## src/rtl/pdes_pkg.sv

```systemverilog
// Shared types and constants for the PDES run controller: FSM states, AEG map,
// run status codes, CSR addresses and exception bit positions.
package pdes_pkg;

   typedef enum logic [1:0] {
      ST_IDLE     = 2'd0,
      ST_RUNNING  = 2'd1,
      ST_FINISHED = 2'd2
   } state_t;

   localparam logic [17:0] AEG_BASE    = 18'd0;
   localparam logic [17:0] AEG_END     = 18'd1;
   localparam logic [17:0] AEG_LIMIT   = 18'd2;
   localparam logic [17:0] AEG_RESULT  = 18'd3;
   localparam logic [17:0] AEG_ELAPSED = 18'd4;
   localparam logic [17:0] AEG_STATUS  = 18'd5;
   localparam logic [17:0] AEG_CNT     = 18'd6;

   localparam logic [1:0] STAT_NONE    = 2'd0;
   localparam logic [1:0] STAT_DONE    = 2'd1;
   localparam logic [1:0] STAT_TIMEOUT = 2'd2;

   localparam logic [15:0] CSR_STATE   = 16'h0;
   localparam logic [15:0] CSR_RESULT  = 16'h1;
   localparam logic [15:0] CSR_ELAPSED = 16'h2;
   localparam logic [15:0] CSR_DONE    = 16'h3;

   localparam int EXC_INST = 0;
   localparam int EXC_IDX  = 1;
   localparam int EXC_RO   = 2;

endpackage

```

## src/rtl/pdes_gvt_min.sv

```systemverilog
// Unsigned minimum over NUM_ENG packed virtual times (engine 0 in the LSBs).
module pdes_gvt_min #(
   parameter int NUM_ENG = 4,
   parameter int GVT_W   = 14
) (
   input  logic [NUM_ENG*GVT_W-1:0] i_gvt,
   output logic [GVT_W-1:0]         o_min
);

   always_comb begin
      o_min = i_gvt[GVT_W-1:0];
      for (int i = 1; i < NUM_ENG; i++) begin
         if (i_gvt[i*GVT_W +: GVT_W] < o_min) begin
            o_min = i_gvt[i*GVT_W +: GVT_W];
         end
      end
   end

endmodule

```

## src/rtl/pdes_ctrl.sv

```systemverilog
// PDES run controller: AEG register file, run FSM with completion/timeout
// detection, per-engine GVT capture and CSR readback.
module pdes_ctrl
   import pdes_pkg::*;
#(
   parameter int NUM_ENG = 4,
   parameter int GVT_W   = 14,
   parameter int CYC_W   = 32
) (
   input  logic                     clk,
   input  logic                     rst_n,
   input  logic                     disp_inst_vld,
   input  logic [4:0]               disp_inst,
   input  logic [17:0]              disp_aeg_idx,
   input  logic                     disp_aeg_rd,
   input  logic                     disp_aeg_wr,
   input  logic [63:0]              disp_aeg_wr_data,
   output logic [17:0]              disp_aeg_cnt,
   output logic [15:0]              disp_exception,
   output logic                     disp_idle,
   output logic                     disp_stall,
   output logic                     disp_rtn_data_vld,
   output logic [63:0]              disp_rtn_data,
   output logic [NUM_ENG-1:0]       eng_en,
   output logic [47:0]              eng_addr,
   output logic [GVT_W-1:0]         eng_end_time,
   input  logic [NUM_ENG-1:0]       eng_done,
   input  logic [NUM_ENG*GVT_W-1:0] eng_gvt,
   input  logic                     csr_rd_vld,
   input  logic [15:0]              csr_address,
   output logic                     csr_rd_ack,
   output logic [63:0]              csr_rd_data
);

   state_t                   r_state, w_state_next;
   logic                     r_start;
   logic [63:0]              r_aeg_base, r_aeg_end, r_aeg_limit, r_aeg_result;
   logic [1:0]               r_status;
   logic [CYC_W-1:0]         r_cnt, w_cnt_inc;
   logic [NUM_ENG-1:0]       r_done, w_done_next;
   logic [NUM_ENG*GVT_W-1:0] r_gvt;
   logic [GVT_W-1:0]         w_gvt_min;
   logic                     w_start_dec, w_enter_run, w_all_done, w_lim_hit;
   logic [63:0]              w_aeg_rd_data, w_csr_data;
   logic [15:0]              w_exc, r_exc;
   logic                     r_rtn_vld, r_csr_ack;
   logic [63:0]              r_rtn_data, r_csr_data;

   pdes_gvt_min #(.NUM_ENG(NUM_ENG), .GVT_W(GVT_W)) u_gvt_min (
      .i_gvt (r_gvt),
      .o_min (w_gvt_min)
   );

   assign w_start_dec = disp_inst_vld && (disp_inst == 5'd0);
   assign w_cnt_inc   = (&r_cnt) ? r_cnt : r_cnt + CYC_W'(1);
   // Completion and limit look at this cycle's incoming pulses/increment so that
   // a pulse coinciding with the limit cycle is recognised as a normal finish.
   assign w_done_next = r_done | eng_done;
   assign w_all_done  = &w_done_next;
   assign w_lim_hit   = (r_aeg_limit != 64'd0) && (64'(w_cnt_inc) == r_aeg_limit);

   always_ff @(posedge clk or negedge rst_n) begin
      if (!rst_n) r_state <= ST_IDLE;
      else        r_state <= w_state_next;
   end

   always_comb begin
      w_state_next = r_state;
      w_enter_run  = 1'b0;
      case (r_state)
         ST_IDLE: begin
            if (r_start) begin
               w_state_next = ST_RUNNING;
               w_enter_run  = 1'b1;
            end
         end
         ST_RUNNING:  if (w_all_done || w_lim_hit) w_state_next = ST_FINISHED;
         ST_FINISHED: w_state_next = ST_IDLE;
         default:     w_state_next = ST_IDLE;
      endcase
   end

   always_comb begin
      w_exc           = '0;
      w_exc[EXC_INST] = disp_inst_vld && (disp_inst != 5'd0);
      w_exc[EXC_IDX]  = (disp_aeg_rd || disp_aeg_wr) && (disp_aeg_idx >= AEG_CNT);
      w_exc[EXC_RO]   = disp_aeg_wr && (disp_aeg_idx >= AEG_RESULT) && (disp_aeg_idx < AEG_CNT);
   end

   always_comb begin
      w_aeg_rd_data = '0;
      case (disp_aeg_idx)
         AEG_BASE:    w_aeg_rd_data = r_aeg_base;
         AEG_END:     w_aeg_rd_data = r_aeg_end;
         AEG_LIMIT:   w_aeg_rd_data = r_aeg_limit;
         AEG_RESULT:  w_aeg_rd_data = r_aeg_result;
         AEG_ELAPSED: w_aeg_rd_data = 64'(r_cnt);
         AEG_STATUS:  w_aeg_rd_data = 64'(r_status);
         default:     ;
      endcase
   end

   always_comb begin
      w_csr_data = '0;
      case (csr_address)
         CSR_STATE:   w_csr_data = 64'(r_state);
         CSR_RESULT:  w_csr_data = r_aeg_result;
         CSR_ELAPSED: w_csr_data = 64'(r_cnt);
         CSR_DONE:    w_csr_data = 64'(r_done);
         default:     ;
      endcase
   end

   always_ff @(posedge clk or negedge rst_n) begin
      if (!rst_n) begin
         r_start      <= 1'b0;
         r_aeg_base   <= '0;
         r_aeg_end    <= '0;
         r_aeg_limit  <= '0;
         r_aeg_result <= '0;
         r_status     <= STAT_NONE;
         r_cnt        <= '0;
         r_done       <= '0;
         r_gvt        <= '0;
      end else begin
         if (w_enter_run)
            r_start <= 1'b0;
         else if (w_start_dec && (r_state == ST_IDLE))
            r_start <= 1'b1;

         if (disp_aeg_wr && (r_state == ST_IDLE)) begin
            case (disp_aeg_idx)
               AEG_BASE:  r_aeg_base  <= disp_aeg_wr_data;
               AEG_END:   r_aeg_end   <= disp_aeg_wr_data;
               AEG_LIMIT: r_aeg_limit <= disp_aeg_wr_data;
               default:   ;
            endcase
         end

         if (w_enter_run) begin
            r_done       <= '0;
            r_cnt        <= '0;
            r_aeg_result <= '0;
            r_status     <= STAT_NONE;
         end else if (r_state == ST_RUNNING) begin
            r_cnt  <= w_cnt_inc;
            r_done <= w_done_next;
            for (int i = 0; i < NUM_ENG; i++) begin
               if (!r_done[i]) r_gvt[i*GVT_W +: GVT_W] <= eng_gvt[i*GVT_W +: GVT_W];
            end
            if (w_all_done)     r_status <= STAT_DONE;
            else if (w_lim_hit) r_status <= STAT_TIMEOUT;
         end else if (r_state == ST_FINISHED) begin
            r_aeg_result <= 64'(w_gvt_min);
         end
      end
   end

   always_ff @(posedge clk or negedge rst_n) begin
      if (!rst_n) begin
         r_exc      <= '0;
         r_rtn_vld  <= 1'b0;
         r_rtn_data <= '0;
         r_csr_ack  <= 1'b0;
         r_csr_data <= '0;
      end else begin
         r_exc      <= w_exc;
         r_rtn_vld  <= disp_aeg_rd;
         r_rtn_data <= disp_aeg_rd ? w_aeg_rd_data : 64'd0;
         r_csr_ack  <= csr_rd_vld;
         r_csr_data <= csr_rd_vld ? w_csr_data : 64'd0;
      end
   end

   assign disp_aeg_cnt      = AEG_CNT;
   assign disp_exception    = r_exc;
   assign disp_idle         = (r_state == ST_IDLE) && !r_start;
   assign disp_stall        = (r_state != ST_IDLE) || w_start_dec || r_start;
   assign disp_rtn_data_vld = r_rtn_vld;
   assign disp_rtn_data     = r_rtn_data;
   assign eng_en            = {NUM_ENG{r_state == ST_RUNNING}};
   assign eng_addr          = r_aeg_base[47:0];
   assign eng_end_time      = r_aeg_end[GVT_W-1:0];
   assign csr_rd_ack        = r_csr_ack;
   assign csr_rd_data       = r_csr_data;

endmodule
```

## config.mk

```make
export PLATFORM = sky130hd
export DESIGN_NAME = pdes_ctrl
export DESIGN_NICKNAME = d
export VERILOG_FILES = /design/src/rtl/pdes_pkg.sv /design/src/rtl/pdes_gvt_min.sv /design/src/rtl/pdes_ctrl.sv
export SDC_FILE = /design/constraint.sdc
export NUM_CORES = 1
export LEC_CHECK = 0
export BUFFER_PORTS_ARGS = -buffer_cell sky130_fd_sc_hd__buf_2
export CAP_MARGIN = 20
export CORE_MARGIN = 2
export CORE_UTILIZATION = 56
export CTS_CLUSTER_SIZE = 20
export DETAILED_ROUTE_END_ITERATION = 8
export HOLD_SLACK_MARGIN = 0.15
export PLACE_DENSITY = 0.81
export SLEW_MARGIN = 0
export SYNTH_ARGS = -nofsm -noshare
export SYNTH_HDL_FRONTEND = slang
export SYNTH_SLANG_ARGS = --single-unit
```

## constraint.sdc

```tcl
create_clock -name clk -period 7.6 [get_ports clk]
set_input_delay 1.52 -clock clk [delete_from_list [all_inputs] [get_ports clk]]
set_output_delay 1.52 -clock clk [all_outputs]
set_load 0.1 [all_outputs]
```

==> Word level (Yosys, flattened, before mapping) <==
Cells that the tools add are included.
{ "totals": {"register_bits": 486, "output_inout_bits": 232, "elab_cells": 108} }
{ "op_classes": {"addsub": 1, "magnitude_cmp": 6, "n_eq_ne": 14, "mux": 26, "n_bitwise": 6, "reduce_logical": 37} }
{ "op_table": {"columns": ["op", "n"], "rows": [
  ["64-bit case mux with 6 select lines", 1],
  ["64-bit two-way mux", 5],
  ["64-bit case mux with 4 select lines", 1],
  ["32-bit two-way mux", 3],
  ["32-bit by 64-bit equality test with 1-bit output", 1],
  ["64-bit nonzero test", 1],
  ["14-bit < comparator", 3],
  ["14-bit two-way mux", 3],
  ["18-bit by 2-bit equality test with 1-bit output, second input constant", 2],
  ["18-bit by 3-bit equality test with 1-bit output, second input constant", 2],
  ["32-bit by 1-bit adder with 32-bit output, second input constant", 1],
  ["16-bit by 2-bit equality test with 1-bit output, second input constant", 2],
  ["32-bit AND reduction", 1],
  ["18-bit by 1-bit equality test with 1-bit output, second input constant", 1],
  ["18-bit by 2-bit >= comparator with 1-bit output, second input constant", 1],
  ["18-bit by 3-bit >= comparator with 1-bit output, second input constant", 1],
  ["18-bit logical NOT", 1],
  ["18-bit by 3-bit < comparator with 1-bit output, second input constant", 1],
  ["16-bit by 1-bit equality test with 1-bit output, second input constant", 1],
  ["16-bit logical NOT", 1],
  ["2-bit two-way mux", 6],
  ["2-bit AND reduction", 6],
  ["3-bit AND reduction", 4],
  ["1-bit logical AND", 9],
  ["17 further kinds", 32]
]} }

==> Longest topological paths before layout <==
Gate-level depths: netlist of run 1.
{ "depth": {"word_depth": 9, "mapped_depth": 26, "depth_no_buf": 24} }

==> Modules after synthesis <==
A second synthesis of run 1 with hierarchy kept.
{ "hier_totals": {"hier_cells": 1802, "area_unflattened_um2": 20626.0} }
{ "modules_own_cells": {"columns": ["module", "instances", "cells_each", "area_each_um2"], "rows": [
  ["pdes_ctrl", 1, 1581, 18813.0],
  ["pdes_gvt_min", 1, 221, 1813.0]
]} }

==> Worst setup path before layout of run 1 <==
OpenSTA, ideal clock, no wires.
{ "synth_timing": {"kind": "register to register", "start": "reg r_gvt[19]", "end": "reg r_aeg_result[10]", "t_arrival_ps": 5684, "required_ps": 7454, "setup_slack_ps": 1770, "stages_incl_launch_ff": 25, "path_cell_list": "dfrtp_1 -> ha_1 -> a21oi_1 -> o221ai_1 -> a211oi_1 -> clkbuf_1 -> a21oi_1 -> ha_1 -> a21o_1 -> a21o_1 -> a2111oi_0 -> o21a_1 -> o21ai_1 -> clkbuf_1 -> mux2_2 -> ha_1 -> a21o_1 -> a21o_1 -> a211oi_1 -> o21a_1 -> o21bai_1 -> a21oi_1 -> nand2b_1 -> buf_1 -> o221ai_1"} }
{ "synth_via": {"elab_chain_cells": 9} }
{ "synth_rtl": {"columns": ["element", "line_no", "source"], "rows": [
  ["from (decl)", "pdes_ctrl.sv:41", "logic [NUM_ENG*GVT_W-1:0] r_gvt;"],
  ["from (signal, indexed assignment)", "pdes_ctrl.sv:149", "if (!r_done[i]) r_gvt[i*GVT_W +: GVT_W] <= eng_gvt[i*GVT_W +: GVT_W];"],
  ["14-bit < comparator", "pdes_gvt_min.sv:13", "if (i_gvt[i*GVT_W +: GVT_W] < o_min) begin"],
  ["14-bit two-way mux (*)", "pdes_gvt_min.sv:13", null],
  ["14-bit < comparator", "pdes_gvt_min.sv:13", null],
  ["14-bit two-way mux (*)", "pdes_gvt_min.sv:13", null],
  ["14-bit < comparator", "pdes_gvt_min.sv:13", null],
  ["14-bit two-way mux (*)", "pdes_gvt_min.sv:13", null],
  ["64-bit two-way mux (*)", "pdes_ctrl.sv:153", "end else if (r_state == ST_FINISHED) begin"],
  ["64-bit two-way mux (*)", "pdes_ctrl.sv:145", "end else if (r_state == ST_RUNNING) begin"],
  ["64-bit two-way mux (*)", "pdes_ctrl.sv:140", "if (w_enter_run) begin"],
  ["to (signal assigned)", "pdes_ctrl.sv:154", "r_aeg_result <= 64'(w_gvt_min);"],
  ["to (decl)", "pdes_ctrl.sv:37", "logic [63:0] r_aeg_base, r_aeg_end, r_aeg_limit, r_aeg_result;"]
]} }
Mark *: on every way between the ends. The rest lies on a longest branch, timed or not. The select of a mux whose other input is x is not followed.
A chain may end at the register's enable or synchronous reset.

==> Worst setup path in the final report of run 1 <==
{ "layout_timing": {"start": "reg r_gvt[19]", "end": "reg r_aeg_result[12]"} }
The elaborated chain is that of the path after synthesis.

==> flow_summary.json, run 1 <==
{
  "status": "finished clean",
  "die_w_um": 193,
  "area_growth_pct": 14.5,
  "grt_pass1_wl_um": 88900,
  "placed_cell_area_um2": 21400,
  "drtAntennaViolNets": 0,
  "syn_area_per_cell_um2": 10.9,
  "worst_slew_pin_slew_ns": 1.14,
  "fill_cells": 2767,
  "path_common_cell": "a21o_1",
  "num_rows": 69,
  "cts_max_level": 2,
  "synth-xor-area-share": 0.0196,
  "synth_compound_area_frac": 0.120,
  "dieArea_um2": 37400,
  "hold_path.class": "flop to flop",
  "root_buffer": "clkbuf_16",
  "clk_path_buf_depth": 3,
  "start_kind": "flop",
  "rsz0062_at_grt": "false",
  "worstPathRequired_ns": 7.98,
  "ctsResizeCount": 0,
  "synthAdderAreaFrac": 0.0249,
  "slowest_delay_ns": 0.57,
  "synthFlopType": "dfrtp_1",
  "cp-end-kind": "flop",
  "final-setup-viol-count": 0,
  "clk_latency_ns": 0.55,
  "synth_warnings": 0,
  "finalMaxSlewViolations": 0,
  "drt-vias-per-instance": 6.10,
  "finalInstanceArea_um2": 23000,
  "arrival_ns": 6.44,
  "cap_violations": 0,
  "tritoncts": "built",
  "power_density_nw_per_um2": 304,
  "fmax_ghz": 0.165,
  "crit_buf_inv": 2,
  "post_drt_wl_per_cell_um": 22.2,
  "relSlewSlack": 0.240,
  "grt_pass1_vias": 15800,
  "ctsHoldBuffers": 0,
  "dp_hpwl_um": 39400,
  "route.detailed.drc": 0,
  "synth_edf_count": 0,
  "whs_ns": 0.506,
  "routed_wl_um": 56800,
  "crit_chain": "ha_1 -> a21oi_1 -> o221ai_1 -> a211oi_2 -> buf_4 -> nor2_1 -> a21oi_1 -> ha_1 -> a21o_1 -> a21o_1 -> a2111oi_0 -> o21a_1 -> o21ai_1 -> buf_4 -> mux2_2 -> ha_1 -> a21o_1 -> a21o_1 -> a211oi_1 -> o21a_1 -> o21bai_1 -> a21oi_1 -> nand2b_1 -> o221ai_1",
  "path_class": "flop to flop",
  "synth_top_family_by_area": "multiplexers",
  "p_leak_nw": 11.4,
  "ys_ff_latch": 404,
  "final-hold-violation-count": 0,
  "min_period_ns": 6.06,
  "layout_setup_ws_ns": 1.54,
  "crit_fanout": 26,
  "fin_crit_sh": 0.797,
  "track_usage": 0.299,
  "fin_nets": 2271,
  "critPathTopFamily": "compound AO/OA/AOI/OAI gates",
  "io_pins": 401,
  "final_common_cell": "dfrtp_1",
  "multi_input_area_um2": 8630,
  "cts_sinks": 404,
  "portBuffers": 337,
  "die_h_um": 193,
  "final_cell_mix": "dfrtp_1 (404), buf_2 (336), mux2_2 (234)",
  "yosysUniqueCellTypes": 73,
  "coreArea_um2": 35400,
  "synth.mux.area_fraction": 0.138,
  "seq_area_um2": 10100,
  "yosys.area_share.simple": 0.113,
  "gp_congestion": 0.934,
  "grt_overflow": 0,
  "clk_pin_slew_ns": 0.06,
  "syn-cell-area_um2": 20100,
  "fin_setup_tns_ns": 0,
  "finalPower_mw": 6.98,
  "vias": 15600,
  "firstDrtPassIters": 9,
  "antenna_found_initial": 5,
  "yosysSeqAreaShare": 0.504,
  "drive_gt1_frac": 0.330,
  "cpMaxStageDelayCell": "a2111oi_0",
  "post-cts-setup-buffers": 0,
  "initial_core_util": 0.567,
  "async_reset_ff_frac": 1.00,
  "grt_max_degree": 146,
  "ir_drop_mv": 0.294,
  "cts_buffers": 43,
  "synth_cells": 1835,
  "drt_iter0_markers": 1445,
  "fin_skew_ns": 0.0135,
  "dpl_worst_slack_ns": 1.68
}
-- registers in the layout (all words and copies together) (netlist names), 3 cells and up --
name,flops
csr_rd_data,32
disp_exception,3
disp_rtn_data,64
r_aeg_base,64
r_aeg_end,64
r_aeg_limit,64
r_aeg_result,14
r_cnt,32
r_done,4
r_gvt,56
-- cell usage after synthesis, types with 3 or more instances --
master,count,share of area
and2_1,20,0.0062
nor4_1,32,0.010
a31oi_1,8,0.0025
a211oi_1,6,0.0022
mux2i_1,9,0.0045
a21o_1,12,0.0045
nand2_1,156,0.029
nor3_1,18,0.0045
a222oi_1,62,0.031
o21bai_1,3,0.0011
and3_1,12,0.0037
nor2b_1,6,0.0019
xor2_1,19,0.0083
mux2_2,234,0.13
o221ai_1,17,0.0074
o2111ai_1,3,0.0013
buf_2,18,0.0045
nor4_4,3,0.0032
ha_1,40,0.025
o21a_1,4,0.0015
or4_1,5,0.0019
a22oi_1,12,0.0045
buf_4,130,0.049
nand2b_1,5,0.0016
nor4_2,4,0.0025
o41ai_1,3,0.0013
and4_1,10,0.0044
inv_1,48,0.0090
nor2_1,114,0.021
clkbuf_1,91,0.017
o31ai_1,14,0.0052
nand3_1,32,0.0080
xnor2_1,26,0.011
dfrtp_1,404,0.50
o21ai_0,100,0.025
a2111oi_0,3,0.0013
nand4_1,23,0.0072
a21oi_1,83,0.021
-- stage by stage --
stage                     utilization  cells
after global placement          0.604   2472
after floorplan                     -   1896
after global routing            0.649   2554
final                           0.649   2555
after CTS                       0.646   2547
after detailed placement        0.604   2472
-- kinds of logic after synthesis --
logic type / after synthesis
AO/OA/AOI/OAI: 353
XOR/XNOR: 45
adder cells (fa/ha/maj): 40
buffers and inverters: 292
flip-flops: 404
multiplexers: 245
other: 2
AND/OR/NAND/NOR: 454
-- metal layers --
layer	share of wire	GRT usage	routed length, um
met1	0.39	0.390	22200
met2	0.47	0.481	26800
met3	0.097	0.0786	5510
met4	0.038	0.114	2140
met5	0.00069	0	39
-- power breakdown --
| part | total, mW | leakage, nW | internal [mW] | switching, mW |
|---|---|---|---|---|
| clock | 2.22 | 0.733 | 1.36 | 0.854 |
| combinational | 2.24 | 5.17 | 0.842 | 1.40 |
| sequential | 2.52 | 5.51 | 2.35 | 0.176 |
-- layout make-up --
cell class / count / area share
Inverter: 50 / 0.00817
Multi-Input combinational cell: 1200 / 0.376
Sequential cell: 404 / 0.440
Clock inverter: 19 / 0.0123
Clock buffer: 56 / 0.0530
Tap cell: 461 / 0.0251
Timing Repair Buffer: 363 / 0.0856
Antenna cell: 2 / 0.000218
-- path summary, 6_finish.rpt --
kind                                      startpoint                           end  slack [ns]  depth (start not counted)
max                            r_gvt[19]$_DFFE_PN0P_  r_aeg_result[12]$_DFFE_PN0P_        1.54                         24
min                        r_aeg_end[16]$_DFFE_PN0P_     r_aeg_end[16]$_DFFE_PN0P_        0.51                          1
max reg2reg                    r_gvt[19]$_DFFE_PN0P_  r_aeg_result[12]$_DFFE_PN0P_        1.54                         24
min reg2reg                r_aeg_end[16]$_DFFE_PN0P_     r_aeg_end[16]$_DFFE_PN0P_        0.51                          1
max in group asynchronous                      rst_n   disp_rtn_data[59]$_DFF_PN0_        5.30                          2
min in group asynchronous                      rst_n         r_gvt[20]$_DFFE_PN0P_        1.01                          1
No activity file was read; power rests on OpenSTA's default activity.
==> run 2: changes to the inputs <==
--- a/config.mk
+++ b/config.mk
@@ -8,11 +8,11 @@
 export BUFFER_PORTS_ARGS = -buffer_cell sky130_fd_sc_hd__buf_2
 export CAP_MARGIN = 20
 export CORE_MARGIN = 2
-export CORE_UTILIZATION = 56
+export CORE_UTILIZATION = 50
 export CTS_CLUSTER_SIZE = 20
 export DETAILED_ROUTE_END_ITERATION = 8
 export HOLD_SLACK_MARGIN = 0.15
-export PLACE_DENSITY = 0.81
+export PLACE_DENSITY = 0.76
 export SLEW_MARGIN = 0
 export SYNTH_ARGS = -nofsm -noshare
 export SYNTH_HDL_FRONTEND = slang
==> constraint.sdc (replaced) <==
create_clock -name clk -period 5.1 [get_ports clk]
set_input_delay 1.02 -clock clk [delete_from_list [all_inputs] [get_ports clk]]
set_output_delay 1.02 -clock clk [all_outputs]
set_load 0.1 [all_outputs]
==> flow_summary.json, run 2 (synthesis gave the netlist of run 1 again) <==
{
  "antenna_found_initial": 7,
  "cap_violations": 0,
  "rsz0062_at_grt": "true",
  "track_usage": 0.286,
  "final_cells": 2667,
  "status": "finished clean",
  "slowest_delay_ns": 0.36,
  "p_leak_nw": 11.6,
  "fin_nets": 2317,
  "path_common_cell": "buf_4",
  "final_cell_mix": "dfrtp_1 (404), buf_2 (337), mux2_2 (230)",
  "diodes": 0,
  "die_w_um": 204,
  "drt_iter0_markers": 1547,
  "arrival_ns": 5.53,
  "finalMaxSlewViolations": 0,
  "drtAntennaViolNets": 0,
  "start_kind": "flop",
  "worst_slew_pin_slew_ns": 1.11,
  "clk_pin_slew_ns": 0.06,
  "cts_sinks": 404,
  "num_rows": 73,
  "vias": 15800,
  "coreArea_um2": 39600,
  "r2r_end": "r_aeg_result[3]$_DFFE_PN0P_",
  "dr_wl_met2_um": 28900,
  "ctsHoldBuffers": 0,
  "final-setup-viol-count": 0,
  "hold_path.class": "input pin to async pin",
  "cts_buffers": 45,
  "fmax_ghz": 0.198,
  "dpl_worst_slack_ns": -0.178,
  "final-hold-violation-count": 0,
  "area_growth_pct": 18.1,
  "cts_max_level": 2,
  "relSlewSlack": 0.243,
  "fin_skew_ns": 0.0236,
  "reg2reg_depth": 27,
  "dp_hpwl_um": 41900,
  "reg2reg_setup_slack_ns": 0.06,
  "gp_congestion": 0.953,
  "firstDrtPassIters": 8,
  "crit_fanout": 7,
  "clk_path_buf_depth": 3,
  "grt_pass1_wl_um": 92700,
  "final_common_cell": "dfrtp_1",
  "whs_ns": 0.482,
  "fin_crit_sh": 0.988,
  "dieArea_um2": 41800,
  "min_period_ns": 5.04,
  "worstPathRequired_ns": 5.59,
  "grt_overflow": 0,
  "path_class": "flop to flop",
  "post_drt_wl_per_cell_um": 22.6,
  "io_pins": 401,
  "placed_cell_area_um2": 21800,
  "finalPower_mw": 11.4,
  "routed_wl_um": 60200,
  "tritoncts": "built",
  "initial_core_util": 0.506,
  "r2r-start": "r_gvt[11]$_DFFE_PN0P_",
  "fin_util": 0.598,
  "wl_met1_um": 24400,
  "finalInstanceArea_um2": 23700,
  "drt-vias-per-instance": 5.91,
  "cp-end-kind": "flop",
  "drive_gt1_frac": 0.366,
  "grt_max_degree": 99,
  "route.detailed.drc": 0,
  "clk_latency_ns": 0.58,
  "fin_setup_tns_ns": 0,
  "ir_drop_mv": 0.367,
  "die_h_um": 204,
  "cpMaxStageDelayCell": "dfrtp_1",
  "layout_setup_ws_ns": 0.0587,
  "placed_cells": 2576,
  "power_density_nw_per_um2": 482,
  "portBuffers": 337,
  "root_buffer": "clkbuf_16",
  "grt_pass1_vias": 15900,
  "top_layer": "met5",
  "wl_met3_um": 5010
}
run 2: cell types whose count changed in the layout (fill, tap and decap cells not counted), moves of 4 or more:
| cell | change |
|---|---|
| a21oi_1 | -8 |
| a21oi_2 | +7 |
| buf_4 | +37 |
| buf_6 | +6 |
| bufinv_16 | -5 |
| clkbuf_1 | +4 |
| ha_1 | -12 |
| ha_4 | +9 |
| mux2_2 | -4 |
| mux2_4 | +4 |
| nor2_1 | -5 |
| o221ai_1 | -14 |
| o221ai_2 | +14 |
run 2: area by class of cell:
class	count	area [um2]
fill	3287	15900
sequential	404	10100
multi-input combinational	1201	9000
timing repair buffer	406	2290
clock buffer	64	1300
tap	525	657
inverter	50	188
clock inverter	17	159
run 2: what timing repair did:
item | in CTS | in global routing
gates cloned | 1 | 1
endpoints found under the setup margin | 13 | 14
pin swaps | 15 | 10
buffers inserted | 4 | 2
gates resized for setup | 45 | 16
run 2: worst max path at each step:
stage,slack [ns],cells after the start,startpoint,endpoint
floorplan,0.0008,24,r_gvt[17]$_DFFE_PN0P_,r_aeg_result[10]$_DFFE_PN0P_
global placement,0.02,26,r_gvt[9]$_DFFE_PN0P_,r_aeg_result[7]$_DFFE_PN0P_
detailed placement,-0.18,26,r_gvt[7]$_DFFE_PN0P_,r_aeg_result[7]$_DFFE_PN0P_
CTS,0.003,24,r_gvt[23]$_DFFE_PN0P_,r_aeg_result[5]$_DFFE_PN0P_
global route,-0.16,27,r_gvt[11]$_DFFE_PN0P_,r_aeg_result[13]$_DFFE_PN0P_
finish,0.06,27,r_gvt[11]$_DFFE_PN0P_,r_aeg_result[3]$_DFFE_PN0P_
run 2: worst max-delay path, delay by kind of cell (launching register included):
| family | cells | cell delay [ns] |
|---|---|---|
| adder cells (fa/ha/maj) | 3 | 0.74 |
| flip-flops | 1 | 0.36 |
| buffers and inverters | 7 | 1.08 |
| multiplexers | 1 | 0.32 |
| AO/OA/AOI/OAI | 10 | 1.52 |
| AND/OR/NAND/NOR | 6 | 0.93 |
run 2: routing by layer:
layer  global-route usage  up-vias
li1                     -     7010
met1                0.379     7917
met2                0.467      696
met3               0.0738      126
met4               0.0815       12
met5                    0        -
run 2: power by group:
group / total, mW / internal, mW / leakage (nW) / switching [mW]
Clock: 3.21 / 1.88 / 0.719 / 1.34
Sequential: 3.77 / 3.50 / 5.51 / 0.274
Combinational: 4.44 / 1.94 / 5.41 / 2.50
